File: src/rtl/player_pkg.sv
// Shared player constants: direction codes, FSM states, screen geometry.
// Provides sel_dir(), the U>D>R>L priority pick from button levels.
package player_pkg;

  localparam logic [3:0] DIR_UP    = 4'd8;
  localparam logic [3:0] DIR_DOWN  = 4'd4;
  localparam logic [3:0] DIR_RIGHT = 4'd2;
  localparam logic [3:0] DIR_LEFT  = 4'd1;
  localparam logic [3:0] DIR_NONE  = 4'd0;

  localparam int SCREEN_W = 640;
  localparam int SCREEN_H = 480;
  localparam int STEP_PX  = 12;

  typedef enum logic [1:0] {
    IDLE,
    LAUNCH,
    WAIT_ACK,
    HOLD
  } state_t;

  function automatic logic [3:0] sel_dir(
    input logic [3:0] b
  );
    logic [3:0] d;
    d = DIR_NONE;
    if (b[3])      d = DIR_UP;
    else if (b[2]) d = DIR_DOWN;
    else if (b[1]) d = DIR_RIGHT;
    else if (b[0]) d = DIR_LEFT;
    return d;
  endfunction

endpackage

File: src/rtl/player_move_scheduler_if.sv
// Buttons/enables in, req/ack step request out, plus status.
// master: scheduler side. slave: buttons + position logic side.
interface player_move_scheduler_if;

  logic [3:0]  btns;
  logic        upEnable;
  logic        downEnable;
  logic        rightEnable;
  logic        leftEnable;
  logic        moveReq;
  logic [3:0]  moveDir;
  logic        moveAck;
  logic        blocked;
  logic [15:0] stepCount;

  modport master (
    input  btns,
    input  upEnable,
    input  downEnable,
    input  rightEnable,
    input  leftEnable,
    input  moveAck,
    output moveReq,
    output moveDir,
    output blocked,
    output stepCount
  );

  modport slave (
    output btns,
    output upEnable,
    output downEnable,
    output rightEnable,
    output leftEnable,
    output moveAck,
    input  moveReq,
    input  moveDir,
    input  blocked,
    input  stepCount
  );

endinterface

File: src/rtl/move_repeat_timer.sv
// Hold-delay / auto-repeat down-counter with expired and pending flags.
// Ports: clk, rst_n, i_load_delay, i_load_repeat, i_run, i_wait,
// o_expired, o_pending. Present only with PLAYER_MOVE_AUTOREPEAT_EN.
`ifdef PLAYER_MOVE_AUTOREPEAT_EN
module move_repeat_timer #(
  parameter int DELAY_TICKS  = 25_000_000,
  parameter int REPEAT_TICKS = 8_000_000,
  parameter int CNT_W        = 25
) (
  input  logic clk,
  input  logic rst_n,
  input  logic i_load_delay,
  input  logic i_load_repeat,
  input  logic i_run,
  input  logic i_wait,
  output logic o_expired,
  output logic o_pending
);

  localparam logic [CNT_W-1:0] DLY_LD = CNT_W'(DELAY_TICKS - 1);
  localparam logic [CNT_W-1:0] REP_LD = CNT_W'(REPEAT_TICKS - 1);

  logic [CNT_W-1:0] r_cnt;
  logic             r_pend;

  assign o_expired = (r_cnt == '0);
  assign o_pending = r_pend;

  // Counter parks at zero; an expiry seen while the request is still
  // outstanding is remembered so HOLD can launch right after the ack.
  always_ff @(posedge clk) begin
    if (!rst_n) begin
      r_cnt  <= '0;
      r_pend <= 1'b0;
    end else if (i_load_delay) begin
      r_cnt  <= DLY_LD;
      r_pend <= 1'b0;
    end else if (i_load_repeat) begin
      r_cnt  <= REP_LD;
      r_pend <= 1'b0;
    end else if (i_run) begin
      if (r_cnt != '0) r_cnt <= r_cnt - 1'b1;
      if (i_wait && r_cnt == '0) r_pend <= 1'b1;
    end
  end

endmodule
`endif

File: src/rtl/player_move_scheduler.sv
// Player move scheduler: priority pick, collision gate, req/ack steps.
// Ports: clk, rst_n (sync, active-low), mv (master modport).
// PLAYER_MOVE_AUTOREPEAT_EN adds hold-delay/auto-repeat stepping.
module player_move_scheduler
  import player_pkg::*;
#(
  parameter int DELAY_TICKS  = 25_000_000,
  parameter int REPEAT_TICKS = 8_000_000,
  parameter int CNT_W        = 25
) (
  input logic                    clk,
  input logic                    rst_n,
  player_move_scheduler_if.master mv
);

  if (DELAY_TICKS < 1 || REPEAT_TICKS < 1 ||
      CNT_W < 1 || CNT_W > 30 ||
      DELAY_TICKS > (1 << CNT_W) ||
      REPEAT_TICKS > (1 << CNT_W)) begin : g_bad_cfg
    $error("player_move_scheduler: bad timing parameters");
  end

  state_t      r_state;
  logic [3:0]  r_dir;
  logic        r_req;
  logic [3:0]  r_mdir;
  logic        r_blocked;
  logic [15:0] r_step_cnt;

  logic [3:0]  w_sel;
  logic        w_held;
  logic        w_en;
  logic        w_rep;

  assign w_sel  = sel_dir(mv.btns);
  assign w_held = |(mv.btns & r_dir);

  always_comb begin
    w_en = 1'b0;
    unique case (r_dir)
      DIR_UP:    w_en = mv.upEnable;
      DIR_DOWN:  w_en = mv.downEnable;
      DIR_RIGHT: w_en = mv.rightEnable;
      DIR_LEFT:  w_en = mv.leftEnable;
      default:   w_en = 1'b0;
    endcase
  end

`ifdef PLAYER_MOVE_AUTOREPEAT_EN
  logic w_ld_dly;
  logic w_ld_rep;
  logic w_run;
  logic w_wait;
  logic w_exp;
  logic w_pend;

  assign w_ld_dly = (r_state == IDLE && w_sel != DIR_NONE) ||
                    (r_state == HOLD && w_held && w_sel != r_dir);
  assign w_rep    = w_exp | w_pend;
  assign w_ld_rep = r_state == HOLD && w_held &&
                    w_sel == r_dir && w_rep;
  assign w_run    = (r_state != IDLE);
  assign w_wait   = (r_state == WAIT_ACK);

  move_repeat_timer #(
    .DELAY_TICKS (DELAY_TICKS),
    .REPEAT_TICKS(REPEAT_TICKS),
    .CNT_W       (CNT_W)
  ) u_timer (
    .clk          (clk),
    .rst_n        (rst_n),
    .i_load_delay (w_ld_dly),
    .i_load_repeat(w_ld_rep),
    .i_run        (w_run),
    .i_wait       (w_wait),
    .o_expired    (w_exp),
    .o_pending    (w_pend)
  );
`else
  assign w_rep = 1'b0;
`endif

  always_ff @(posedge clk) begin
    if (!rst_n) begin
      r_state    <= IDLE;
      r_dir      <= DIR_NONE;
      r_req      <= 1'b0;
      r_mdir     <= DIR_NONE;
      r_blocked  <= 1'b0;
      r_step_cnt <= '0;
    end else begin
      r_blocked <= 1'b0;
      unique case (r_state)
        IDLE: begin
          if (w_sel != DIR_NONE) begin
            r_dir   <= w_sel;
            r_state <= LAUNCH;
          end
        end
        LAUNCH: begin
          if (w_en) begin
            r_req   <= 1'b1;
            r_mdir  <= r_dir;
            r_state <= WAIT_ACK;
          end else begin
            r_blocked <= 1'b1;
            r_state   <= HOLD;
          end
        end
        WAIT_ACK: begin
          if (mv.moveAck) begin
            r_req      <= 1'b0;
            r_mdir     <= DIR_NONE;
            r_step_cnt <= r_step_cnt + 16'd1;
            r_state    <= HOLD;
          end
        end
        HOLD: begin
          // Releasing the held direction ends the burst outright.
          if (!w_held) begin
            r_state <= IDLE;
          end else if (w_sel != r_dir) begin
            r_dir   <= w_sel;
            r_state <= LAUNCH;
          end else if (w_rep) begin
            r_state <= LAUNCH;
          end
        end
        default: r_state <= IDLE;
      endcase
    end
  end

  assign mv.moveReq   = r_req;
  assign mv.moveDir   = r_mdir;
  assign mv.blocked   = r_blocked;
  assign mv.stepCount = r_step_cnt;

endmodule
File: src/flat_wrapper.sv
// flat-port wrapper written by rule: the top's interface ports become plain ports
module player_move_scheduler_flat import player_pkg::*;
#(
  parameter int DELAY_TICKS  = 25_000_000,
  parameter int REPEAT_TICKS = 8_000_000,
  parameter int CNT_W        = 25
)
  (clk, rst_n, mv_btns, mv_upEnable, mv_downEnable, mv_rightEnable, mv_leftEnable, mv_moveAck, mv_moveReq, mv_moveDir, mv_blocked, mv_stepCount);
  player_move_scheduler_if mv_i ();
  input logic clk;
  input logic rst_n;
  input wire logic [$bits(mv_i.btns)-1:0] mv_btns;
  input wire logic [$bits(mv_i.upEnable)-1:0] mv_upEnable;
  input wire logic [$bits(mv_i.downEnable)-1:0] mv_downEnable;
  input wire logic [$bits(mv_i.rightEnable)-1:0] mv_rightEnable;
  input wire logic [$bits(mv_i.leftEnable)-1:0] mv_leftEnable;
  input wire logic [$bits(mv_i.moveAck)-1:0] mv_moveAck;
  output wire logic [$bits(mv_i.moveReq)-1:0] mv_moveReq;
  output wire logic [$bits(mv_i.moveDir)-1:0] mv_moveDir;
  output wire logic [$bits(mv_i.blocked)-1:0] mv_blocked;
  output wire logic [$bits(mv_i.stepCount)-1:0] mv_stepCount;
  assign mv_i.btns = mv_btns;
  assign mv_i.upEnable = mv_upEnable;
  assign mv_i.downEnable = mv_downEnable;
  assign mv_i.rightEnable = mv_rightEnable;
  assign mv_i.leftEnable = mv_leftEnable;
  assign mv_i.moveAck = mv_moveAck;
  assign mv_moveReq = mv_i.moveReq;
  assign mv_moveDir = mv_i.moveDir;
  assign mv_blocked = mv_i.blocked;
  assign mv_stepCount = mv_i.stepCount;
  player_move_scheduler #(.DELAY_TICKS(DELAY_TICKS), .REPEAT_TICKS(REPEAT_TICKS), .CNT_W(CNT_W)) u_core (.clk(clk), .rst_n(rst_n), .mv(mv_i));
endmodule
File: config.mk
export PLATFORM = sky130hd
export DESIGN_NAME = player_move_scheduler_flat
export DESIGN_NICKNAME = d
export VERILOG_FILES = /design/src/rtl/player_pkg.sv /design/src/rtl/player_move_scheduler_if.sv /design/src/rtl/move_repeat_timer.sv /design/src/rtl/player_move_scheduler.sv /design/src/flat_wrapper.sv
export SDC_FILE = /design/constraint.sdc
export NUM_CORES = 1
export LEC_CHECK = 0
export BUFFER_PORTS_ARGS = -buffer_cell sky130_fd_sc_hd__buf_4
export CORE_ASPECT_RATIO = 1.25
export CORE_MARGIN = 10
export CORE_UTILIZATION = 40
export DETAILED_ROUTE_END_ITERATION = 10
export GPL_TIMING_DRIVEN = 0
export PLACE_DENSITY = 0.65
export SETUP_SLACK_MARGIN = 0.3
export SLEW_MARGIN = 10
export SYNTH_ARGS = -nofsm -noshare
export SYNTH_HDL_FRONTEND = slang
export SYNTH_SLANG_ARGS = --single-unit
File: constraint.sdc
create_clock -name clk -period 3.2 [get_ports clk]
set_input_delay 0.32 -clock clk [delete_from_list [all_inputs] [get_ports clk]]
set_output_delay 0.32 -clock clk [all_outputs]
set_load 0.005 [all_outputs]
==> flow_summary_export.csv <==
group,metric,value,unit
sta,tightest_slew,0.409,ns
drt,viasPerCell,5.12,
grt,grt_pass1_wl,5550,um
sta,relSlewSlack,72.8,%
layout,area_growth,22.8,%
drt,routed_wl,3330,um
drt,first_pass_iters,4,
worst_setup_path,endpoint_kind,"flip-flop",
drt,final_antenna_net_count,0,
floorplan,die_area,6530,um^2
drt,initialDrtViolationCount,44,
layout,fillers,334,
clock_tree,cts-root-buf,"clkbuf_8",
clock_tree,clk_latency,0.27,ns
grt,grt-ovfl-total,0,
floorplan,core.rowCount,24,
placed_design,dp_cells,234,
worst_setup_path,crit_required,3.36,ns
grt,antenna_found_initial,0,
sta,hold_viol_final,0,
outcome,status,"finished clean",
logic_synthesis,ys_ff_latch,28,
placed_design,place_congestion,0.791,
sta,max_freq,560,MHz
sta,setup_violations,0,
clock_tree,cts_resized,0,
drt,routedWlPerCell,14.0,um
sta,rsz0062_at_grt,"false",
drt,drc_errors,0,
logic_synthesis,yosysWarnings,0,
grt,grt_max_degree,16,
placed_design,placed_area,1760,um^2
worst_setup_path,cp_max_fo,6,
layout,fin_cells,238,
power_and_ir_drop,power_density,547,nW/um^2
clock_tree,hold_buffers,0,
sta,setup_slack,1.42,ns
sta,fin_tns_setup,0,ns
layout,diodes,0,
clock_tree,cts.sinks,28,
layout,final_common_cell,"buf_4",
run,drv_cap,0,
worst_setup_path,cp.arrival,1.94,ns
grt,grt_use_total,10.3,%
logic_synthesis,syn_inst,164,
sta,maxSlewViolCount,0,
layout,final_area,1810,um^2
floorplan,num_io_pins,33,
logic_synthesis,yosys.area.top_type,"dfxtp_1",
sta,fin_crit_sh,55.8,%
logic_synthesis,yosysTopAreaCellShare,38.0,%
clock_tree,cts_buffer_depth,2,
drt,via_count,1218,
clock_tree,cts_setup_buffers,0,
logic_synthesis,syn_area_per_cell,8.99,um^2
logic_synthesis,yosys.cell_types.count,37,
logic_synthesis,synth_fp_nets,181,
worst_setup_path,cp-start-kind,"flip-flop",
placed_design,dpl.hpwl,2680,um
sta,fin_crit,1.78,ns
min_path,hp-class,"primary input to flip-flop",
sta,skew,0.00712,ns
logic_synthesis,ys_seq_area_share,38.0,%
clock_tree,htreeDepth,1,
power_and_ir_drop,vdd_drop_max,0.000286,V
logic_synthesis,syn_area,1470,um^2
layout,layout-drive-gt1-share,22.1,%
clock_tree,cts.clk_slew.worst_paths,0.10,ns
worst_setup_path,path_class,"flip-flop to flip-flop",
floorplan,die_h,87.9,um
power_and_ir_drop,power.leakage,0.000770,uW
floorplan,initial_core_util,42.0,%
placed_design,place_ws,1.40,ns
placed_design,portBuffers,31,
floorplan,die_w,74.3,um
grt,grt_pass1_vias,1302,
layout,nets,217,
layout,layout_common_cells,"buf_4, dfxtp_1, nor2_1, nand2_1",
logic_synthesis,synthTopCellsByArea,"dfxtp_1, mux2i_1, nor2_1, xor2_1, ha_1",
clock_tree,cts_buffers,3,
clock_tree,cts_tree,"yes",
floorplan,design.core.area,3510,um^2
-- critical path, stage by stage, from the launching register on --
cell and delay (ns):
dfxtp_1 0.34, inv_1 0.10, ha_1 0.21, and4_1 0.25, and2_1 0.13, clkbuf_1 0.25
nand4_1 0.16, xor2_1 0.17, nor2_1 0.05
-- where the power goes --
part / leakage [uW] / switching, uW / internal, uW
Combinational: 0.000514 / 181 / 168
Clock: 0.0000288 / 107 / 110
Sequential: 0.000227 / 37.4 / 386
Total: 0.000770 / 326 / 665
-- metal layers --
metal,GRT usage (%),routed length [um]
met5,0,0
met4,3.50,19
met3,3.06,237
met2,18.6,1670
met1,11.0,1400
-- cell usage after synthesis, drive strengths merged --
master	instances
nor2	25
inv	4
and3b	1
a22o	1
a211oi	1
nand3	11
nor4b	1
nand4	4
ha	6
nor3b	1
clkinv	1
xnor2	6
a21oi	2
and3	4
a221oi	1
mux2i	11
xor2	10
nand2b	2
clkbuf	3
and2b	1
buf	2
and4bb	1
a2111o	1
a211o	1
nor2b	1
dfxtp	28
o31ai	1
and2	2
o221ai	1
o21a	1
o21ai	2
dlygate4sd1	1
and4	3
a31oi	1
nor3	3
nand2	19
-- flip-flops by register name (all words and copies together) (netlist names) --
| signal | count |
|---|---|
| u_core.mv.moveDir | 4 |
| u_core.mv.stepCount | 16 |
| u_core.mv.blocked | 1 |
| u_core.r_state | 2 |
| u_core.mv.moveReq | 1 |
| u_core.r_dir | 4 |
-- layout make-up --
type	count	area (um^2)	share of cell area (%)
multi-input combinational	125	852	47.1
tap	39	48.8	2.70
timing repair buffer	31	233	12.9
buffer	6	42.5	2.35
sequential	28	561	31.0
inverter	5	18.8	1.04
clock buffer	4	55.1	3.04
-- cells by family (layout without fill, tap and decap cells) --
logic type	Yosys count	in the layout	synth area share (%)
DFF	28	28	38.0
adders and majority gates	6	6	5.09
muxes	11	11	7.47
and+or+nand+nor	79	79	27.0
buffers and inverters	11	46	4.16
AOI/OAI and AO/OA	13	13	8.23
xor gates and xnor gates	16	16	10.0
-- metrics by stage --
stage	hold WS, ns	total power (uW)	utilization, %
2_1_floorplan	0.451	692	-
3_3_place_gp	0.448	774	50.0
3_5_place_dp	0.451	785	50.0
4_1_cts	0.325	1000	51.5
5_1_grt	0.337	1060	51.5
6_report	0.326	991	51.5
-- path summary, 6_finish.rpt --
kind	cells after the start	from	slack, ns	to
min	3	rst_n	0.33	u_core.r_dir[3]$_SDFFE_PN0P_
max	8	u_core.r_state[0]$_SDFFE_PN0P_	1.42	u_core.mv.stepCount[14]$_SDFFE_PN0P_
max reg2reg	8	u_core.r_state[0]$_SDFFE_PN0P_	1.42	u_core.mv.stepCount[14]$_SDFFE_PN0P_
min reg2reg	2	u_core.mv.moveDir[1]$_SDFFE_PN0P_	0.47	u_core.mv.moveDir[1]$_SDFFE_PN0P_
(Power assumes the default switching activity.)
